$ cat src/rtl/color_pal_loader_if.sv
`default_nettype none
// ============================================================================
//  Module      : color_pal_loader_if
//  Description : Byte-stream loader bus for the colour palette loader.
//                Carries the valid/ready byte handshake plus the synchronous
//                frame abort strobe.
//  Signals     : s_valid  - byte valid (master -> slave)
//                s_data   - byte data, 8 bits (master -> slave)
//                abort    - synchronous frame abort (master -> slave)
//                s_ready  - byte accepted at posedge when s_valid && s_ready
//                           (slave -> master)
//  Revision    : 1.0 - initial release
// ============================================================================
interface color_pal_loader_if;
   logic       s_valid;
   logic [7:0] s_data;
   logic       abort;
   logic       s_ready;

   modport master (
      output s_valid,
      output s_data,
      output abort,
      input  s_ready
   );

   modport slave (
      input  s_valid,
      input  s_data,
      input  abort,
      output s_ready
   );
endinterface
`default_nettype wire

$ cat src/rtl/color_pal_loader.sv
`default_nettype none
// ============================================================================
//  Module      : color_pal_loader
//  Description : Writable 2**ADDR_WIDTH x DATA_WIDTH colour palette with a
//                double-buffered byte-stream loader. A framed palette image
//                (HEADER, payload MSB-first per entry, optional checksum) is
//                written into a shadow bank and copied atomically into the
//                active bank. The video side reads the active bank with a
//                registered, one-cycle-latency read port.
//  Option      : COLOR_PAL_CKSUM_EN - when defined, a trailing checksum byte
//                (8-bit sum of payload bytes) is required; a mismatch drops
//                the frame and pulses load_err. When undefined, frames are
//                header + payload only and load_err is tied low.
//  Ports       : clk       - clock
//                tb_rst    - asynchronous active-high reset
//                s_bus     - loader byte stream (s_valid/s_data/abort/s_ready)
//                rd_addr   - palette read index
//                rd_data   - registered palette entry (1-cycle latency)
//                busy      - frame in progress (state other than IDLE)
//                load_done - one-cycle pulse during the commit cycle
//                load_err  - one-cycle pulse after a bad checksum byte
//  Revision    : 1.0 - initial release
// ============================================================================
module color_pal_loader #(
   parameter int                    ADDR_WIDTH = 4,
   parameter int                    DATA_WIDTH = 24,
   parameter logic [7:0]            HEADER     = 8'hA5,
   parameter logic [DATA_WIDTH-1:0] INIT_COLOR = 24'hFFFFFF
) (
   input  logic                  clk,
   input  logic                  tb_rst,
   color_pal_loader_if.slave     s_bus,
   input  logic [ADDR_WIDTH-1:0] rd_addr,
   output logic [DATA_WIDTH-1:0] rd_data,
   output logic                  busy,
   output logic                  load_done,
   output logic                  load_err
);

   localparam int c_DEPTH = 2 ** ADDR_WIDTH;
   localparam int c_BPE   = DATA_WIDTH / 8;                  // bytes per entry
   localparam int c_BW    = (c_BPE > 1) ? $clog2(c_BPE) : 1;

   localparam logic [c_BW-1:0]       c_LAST_BYTE  = c_BW'(c_BPE - 1);
   localparam logic [ADDR_WIDTH-1:0] c_LAST_ENTRY = '1;

`ifdef COLOR_PAL_CKSUM_EN
   typedef enum logic [1:0] {
      ST_IDLE   = 2'd0,
      ST_LOAD   = 2'd1,
      ST_CKSUM  = 2'd2,
      ST_COMMIT = 2'd3
   } state_t;
`else
   typedef enum logic [1:0] {
      ST_IDLE   = 2'd0,
      ST_LOAD   = 2'd1,
      ST_COMMIT = 2'd3
   } state_t;
`endif

   state_t                  r_state;
   state_t                  w_next;

   logic                    w_ready;
   logic                    w_accept;
   logic                    w_hdr_hit;
   logic                    w_load_byte;
   logic                    w_last_payload;

   logic [c_BW-1:0]         r_bidx;      // byte position inside current entry
   logic [ADDR_WIDTH-1:0]   r_entry;     // entry index being assembled
   logic [DATA_WIDTH-1:0]   w_acc_next;  // entry value including current byte

   logic [DATA_WIDTH-1:0]   r_shadow [c_DEPTH];
   logic [DATA_WIDTH-1:0]   r_active [c_DEPTH];

   // Ready is gated by reset so the loader never advertises acceptance while
   // held in reset; abort and the commit cycle also block acceptance.
   assign w_ready        = ~tb_rst & ~s_bus.abort & (r_state != ST_COMMIT);
   assign w_accept       = s_bus.s_valid & w_ready;
   assign w_hdr_hit      = w_accept & (s_bus.s_data == HEADER);
   assign w_load_byte    = w_accept & (r_state == ST_LOAD);
   assign w_last_payload = (r_entry == c_LAST_ENTRY) && (r_bidx == c_LAST_BYTE);

   assign s_bus.s_ready  = w_ready;
   assign busy           = (r_state != ST_IDLE);
   assign load_done      = (r_state == ST_COMMIT);

   // -------------------------------------------------------------------------
   // Entry assembly: bytes arrive MSB first, so each accepted byte is shifted
   // in at the bottom of the partial entry.
   // -------------------------------------------------------------------------
   generate
      if (c_BPE > 1) begin : g_multi_byte
         logic [DATA_WIDTH-9:0] r_acc;

         assign w_acc_next = {r_acc, s_bus.s_data};

         always_ff @(posedge clk or posedge tb_rst) begin
            if (tb_rst) begin
               r_acc <= '0;
            end else if (w_load_byte) begin
               r_acc <= w_acc_next[DATA_WIDTH-9:0];
            end
         end
      end else begin : g_single_byte
         assign w_acc_next = s_bus.s_data;
      end
   endgenerate

   // -------------------------------------------------------------------------
   // Checksum tracking (optional)
   // -------------------------------------------------------------------------
`ifdef COLOR_PAL_CKSUM_EN
   logic [7:0] r_sum;
   logic       w_err_set;
   logic       r_load_err;

   always_ff @(posedge clk or posedge tb_rst) begin
      if (tb_rst) begin
         r_sum      <= 8'd0;
         r_load_err <= 1'b0;
      end else begin
         r_load_err <= w_err_set;
         if ((r_state == ST_IDLE) && w_hdr_hit) begin
            r_sum <= 8'd0;
         end else if (w_load_byte) begin
            r_sum <= r_sum + s_bus.s_data;
         end
      end
   end

   assign load_err = r_load_err;
`else
   assign load_err = 1'b0;
`endif

   // -------------------------------------------------------------------------
   // FSM: state register
   // -------------------------------------------------------------------------
   always_ff @(posedge clk or posedge tb_rst) begin
      if (tb_rst) begin
         r_state <= ST_IDLE;
      end else begin
         r_state <= w_next;
      end
   end

   // -------------------------------------------------------------------------
   // FSM: next state
   // -------------------------------------------------------------------------
   always_comb begin
      w_next = r_state;
`ifdef COLOR_PAL_CKSUM_EN
      w_err_set = 1'b0;
`endif
      case (r_state)
         ST_IDLE: begin
            if (w_hdr_hit) begin
               w_next = ST_LOAD;
            end
         end
         ST_LOAD: begin
            if (s_bus.abort) begin
               w_next = ST_IDLE;
            end else if (w_accept && w_last_payload) begin
`ifdef COLOR_PAL_CKSUM_EN
               w_next = ST_CKSUM;
`else
               w_next = ST_COMMIT;
`endif
            end
         end
`ifdef COLOR_PAL_CKSUM_EN
         ST_CKSUM: begin
            if (s_bus.abort) begin
               w_next = ST_IDLE;
            end else if (w_accept) begin
               if (s_bus.s_data == r_sum) begin
                  w_next = ST_COMMIT;
               end else begin
                  w_next    = ST_IDLE;
                  w_err_set = 1'b1;
               end
            end
         end
`endif
         ST_COMMIT: begin
            w_next = ST_IDLE;
         end
         default: begin
            w_next = ST_IDLE;
         end
      endcase
   end

   // -------------------------------------------------------------------------
   // Byte counters: header restarts them, payload bytes advance them.
   // -------------------------------------------------------------------------
   always_ff @(posedge clk or posedge tb_rst) begin
      if (tb_rst) begin
         r_bidx  <= '0;
         r_entry <= '0;
      end else if ((r_state == ST_IDLE) && w_hdr_hit) begin
         r_bidx  <= '0;
         r_entry <= '0;
      end else if (w_load_byte) begin
         if (r_bidx == c_LAST_BYTE) begin
            r_bidx  <= '0;
            r_entry <= r_entry + 1'b1;
         end else begin
            r_bidx  <= r_bidx + 1'b1;
         end
      end
   end

   // -------------------------------------------------------------------------
   // Palette banks and read port. The read uses the active bank value before
   // the commit edge, so a read sampled on that edge still returns the old
   // entry.
   // -------------------------------------------------------------------------
   always_ff @(posedge clk or posedge tb_rst) begin
      if (tb_rst) begin
         for (int i = 0; i < c_DEPTH; i++) begin
            r_shadow[i] <= INIT_COLOR;
            r_active[i] <= INIT_COLOR;
         end
         rd_data <= INIT_COLOR;
      end else begin
         if (w_load_byte && (r_bidx == c_LAST_BYTE)) begin
            r_shadow[r_entry] <= w_acc_next;
         end
         if (r_state == ST_COMMIT) begin
            r_active <= r_shadow;
         end
         rd_data <= r_active[rd_addr];
      end
   end

endmodule
`default_nettype wire

$ cat src/flat_wrapper.sv
// flat-port wrapper written by rule: the top's interface ports become plain ports
module color_pal_loader_flat 
#(
   parameter int                    ADDR_WIDTH = 4,
   parameter int                    DATA_WIDTH = 24,
   parameter logic [7:0]            HEADER     = 8'hA5,
   parameter logic [DATA_WIDTH-1:0] INIT_COLOR = 24'hFFFFFF
)
  (clk, tb_rst, rd_addr, rd_data, busy, load_done, load_err, s_bus_s_valid, s_bus_s_data, s_bus_abort, s_bus_s_ready);
  color_pal_loader_if s_bus_i ();
  input  logic clk;
  input  logic tb_rst;
  input  logic [ADDR_WIDTH-1:0] rd_addr;
  output logic [DATA_WIDTH-1:0] rd_data;
  output logic busy;
  output logic load_done;
  output logic load_err;
  input wire logic [$bits(s_bus_i.s_valid)-1:0] s_bus_s_valid;
  input wire logic [$bits(s_bus_i.s_data)-1:0] s_bus_s_data;
  input wire logic [$bits(s_bus_i.abort)-1:0] s_bus_abort;
  output wire logic [$bits(s_bus_i.s_ready)-1:0] s_bus_s_ready;
  assign s_bus_i.s_valid = s_bus_s_valid;
  assign s_bus_i.s_data = s_bus_s_data;
  assign s_bus_i.abort = s_bus_abort;
  assign s_bus_s_ready = s_bus_i.s_ready;
  color_pal_loader #(.ADDR_WIDTH(ADDR_WIDTH), .DATA_WIDTH(DATA_WIDTH), .HEADER(HEADER), .INIT_COLOR(INIT_COLOR)) u_core (.clk(clk), .tb_rst(tb_rst), .s_bus(s_bus_i), .rd_addr(rd_addr), .rd_data(rd_data), .busy(busy), .load_done(load_done), .load_err(load_err));
endmodule
$ cat config.mk
export PLATFORM = sky130hd
export DESIGN_NAME = color_pal_loader_flat
export DESIGN_NICKNAME = d
export VERILOG_FILES = /design/src/rtl/color_pal_loader_if.sv /design/src/rtl/color_pal_loader.sv /design/src/flat_wrapper.sv
export SDC_FILE = /design/constraint.sdc
export NUM_CORES = 2
export LEC_CHECK = 0
export BUFFER_PORTS_ARGS = -buffer_cell sky130_fd_sc_hd__buf_4
export CORE_MARGIN = 2
export CORE_UTILIZATION = 59
export CTS_BUF_LIST = sky130_fd_sc_hd__clkbuf_4 sky130_fd_sc_hd__clkbuf_8
export DETAILED_ROUTE_END_ITERATION = 12
export PLACE_DENSITY = 0.78
export SYNTH_ARGS = -nofsm -noshare
export SYNTH_HDL_FRONTEND = slang
export SYNTH_SLANG_ARGS = --single-unit
$ cat constraint.sdc
create_clock -name clk -period 26.4 [get_ports clk]
set_input_delay 3.96 -clock clk [delete_from_list [all_inputs] [get_ports clk]]
set_output_delay 3.96 -clock clk [all_outputs]
set_load 0.005 [all_outputs]
==> reports/qor.yml <==
detailed_routing:
  drt_iter0_markers: 1758
  drc: 0
  postRouteAntennaNets: 0
  vias: 21080
  routed_via_density: 5.726
  routed_wl_um: 77510
  firstDrtPassIters: 7
  wl_per_cell_um: 21.06
clock_network:
  root_buffer: "clkbuf_8"
  cts-hold-fix-buffers: 0
  cts.sinks: 816
  clk_path_buf_depth: 3
  htree_levels: 4
  clk_latency_ns: 0.81
  ctsResizeCount: 0
  clk_pin_slew_ns: 0.06
  cts_tree: "built"
  postCtsSetupRepairBufs: 0
  cts_buffers: 130
setup_path:
  r2r_slack_ns: 22.91
  required_ns: 22.44
  reg2reg_to: "u_core.r_active[72]$_DFFE_PP1P_"
  startpoint: "tb_rst"
  reg2reg_depth: 6
  startpoint_type: "input port"
  crit_end: "s_bus_s_ready"
  criticalPathCategory: "in -> out"
  critPathCaptureType: "output pin"
  critPathArrivalTime_ns: 4.41
  crit_path_max_fanout: 4
  r2r-start: "u_core.r_state[0]$_DFFE_PP0P_"
synthesis:
  yosysSeqAreaShare_pct: 62.22
  synth_top_family_by_area: "multiplexers"
  synth_edf_count: 0
  ys_async_sr_fraction_pct: 100.0
  synth_area_per_cell_um2: 12.31
  synth-compound-area-share_pct: 1.298
  ys_types: 43
  yosysWarnings: 0
  ys_ff_latch: 816
  syn-num-nets: 2815
  yosys.area_share.simple_pct: 14.38
  netlist_area_um2: 34410
  ys.flop_type: "dfstp_2"
  synthMuxAreaShare_pct: 19.37
  synth_xor_area_share_pct: 0
  synth_cells: 2795
  synth_adder_area_share_pct: 0.1454
final_layout:
  final_area_um2: 37980
  layout_common_cells: "nand2_1 (1176), dfstp_2 (792), mux2_2 (388)"
  layout_commonest_cell: "nand2_1"
  syn_to_final_growth_pct: 10.38
  drive_above_1_share_pct: 55.12
  final_net_count: 2831
min_path:
  hp-class: "reg -> reg"
sta:
  fin_skew_ns: 0.02172
  min_period_over_period_pct: 31.72
  period_minus_slack_ns: 8.374
  final_hold_viol_count: 0
  slew_headroom_pct: 22.20
  worstMarginPinSlew_ns: 1.167
  tns_ns: 0
  rsz0062_at_grt: "false"
  fmax_ghz: 0.1194
  setup_viol: 0
  maxSlewViolCount: 0
global_route:
  antenna_found_initial: 2
  grt.total_usage_pct: 26.76
  grt_pass1_vias: 22300
  grt_overflow: 0
  grt_max_degree: 188
  grt_first_pass_wirelength_um: 122700
power_and_ir_drop:
  peakVddDrop_mv: 0.05200
  power_density_nw_per_um2: 65.41
  p_leak_uw: 0.01710
die:
  start_util_pct: 59.64
  fp-row-count: 88
  die_h_um: 245.5
  die_area_um2: 60270
  coreArea_um2: 57700
  io_pins: 44
  die_w_um: 245.5
placement:
  place_congestion: 0.7560
  numPortBuffers: 42
  placed_area_um2: 35090
  hpwlAfterDp_um: 39900
job:
  maxCapViolations: 0
run_status:
  outcome: "finished clean"
## worst max-delay path, stage by stage
cell and delay, ns:
buf_4 0.15, nor3_1 0.16, buf_4 0.14
## cells in the mapped netlist, drive strengths merged, types with 3 or more instances
cell | count | area, um^2
ha | 4 | 50.05
and3b | 4 | 35.03
dfrtp | 24 | 600.6
inv | 6 | 22.52
mux2 | 400 | 4504
and4 | 4 | 35.03
buf | 66 | 414.1
nand4 | 12 | 237.7
a22oi | 52 | 390.4
nand2 | 1178 | 4424
nor2 | 3 | 13.77
clkbuf | 119 | 446.7
nor2b | 3 | 18.77
o21ai | 3 | 15.01
mux4 | 96 | 2162
nand3 | 4 | 30.03
dfstp | 792 | 20810
## worst min path at each step
stage	from	end	slack, ns	cells after the start
after floorplan	u_core.r_shadow[95]$_DFFE_PP1P_	u_core.r_active[95]$_DFFE_PP1P_	0.43	2
after global placement	u_core.r_shadow[63]$_DFFE_PP1P_	u_core.r_active[63]$_DFFE_PP1P_	0.44	2
after detailed placement	u_core.r_shadow[306]$_DFFE_PP1P_	u_core.r_active[306]$_DFFE_PP1P_	0.44	2
after CTS	u_core.r_shadow[225]$_DFFE_PP1P_	u_core.r_active[225]$_DFFE_PP1P_	0.43	2
after global routing	u_core.r_shadow[225]$_DFFE_PP1P_	u_core.r_active[225]$_DFFE_PP1P_	0.45	2
final	u_core.r_shadow[57]$_DFFE_PP1P_	u_core.r_active[57]$_DFFE_PP1P_	0.43	2
## area by class of cell
| cell class | count | area, um^2 |
|---|---|---|
| sequential | 816 | 21410 |
| fill | 4123 | 19720 |
| multi-input combinational | 1788 | 12150 |
| clock buffer | 207 | 2567 |
| tap | 765 | 957.2 |
| timing repair buffer | 69 | 534.3 |
| clock inverter | 26 | 314.1 |
| inverter | 6 | 37.54 |
| antenna | 4 | 10.01 |
## metal layers
layer / share of wire, % / GRT usage, % / up-vias
li1: - / - / 9303
met1: 40 / 33.77 / 10990
met2: 50 / 44.46 / 596
met3: 5.5 / 5.675 / 187
met4: 3.8 / 12.42 / 0
met5: 0 / 0 / -
## metrics by stage
step	worst slack [ns]	cells	power, uW	util [%]	hold slack [ns]
2_1_floorplan	0.8317	2795	1307	-	0.4316
3_3_place_gp	17.94	3444	1330	60.82	0.4359
3_5_place_dp	18.02	3444	1331	60.82	0.4398
4_1_cts	18.02	3677	2507	65.81	0.4341
5_1_grt	17.98	3680	2566	65.82	0.4490
6_report	18.03	3681	2484	65.83	0.4349
## cell families (layout without fill, tap and decap cells)
logic type,Yosys count,after routing
muxes,496,496
and+or+nand+nor,1226,1226
adders and majority gates,4,4
other,1,5
buffers and inverters,191,308
DFF,816,816
AOI/OAI and AO/OA,61,61
## power by group
part	switching (uW)	leakage, uW	total, uW	internal (uW)
sequential	0.713	0.00849	1260	1260
clock	495	0.00152	1170	677
combinational	43.4	0.00710	53.6	10.2
## registers in the layout, summed over array words and instances (netlist names)
signal and cells:
u_core.r_shadow 384, u_core.r_entry 4, u_core.r_active 384, u_core.r_bidx 2, u_core.rd_data 24, u_core.r_state 2, u_core.g_multi_byte.r_acc 16
Power figures use the tool's default switching activity.
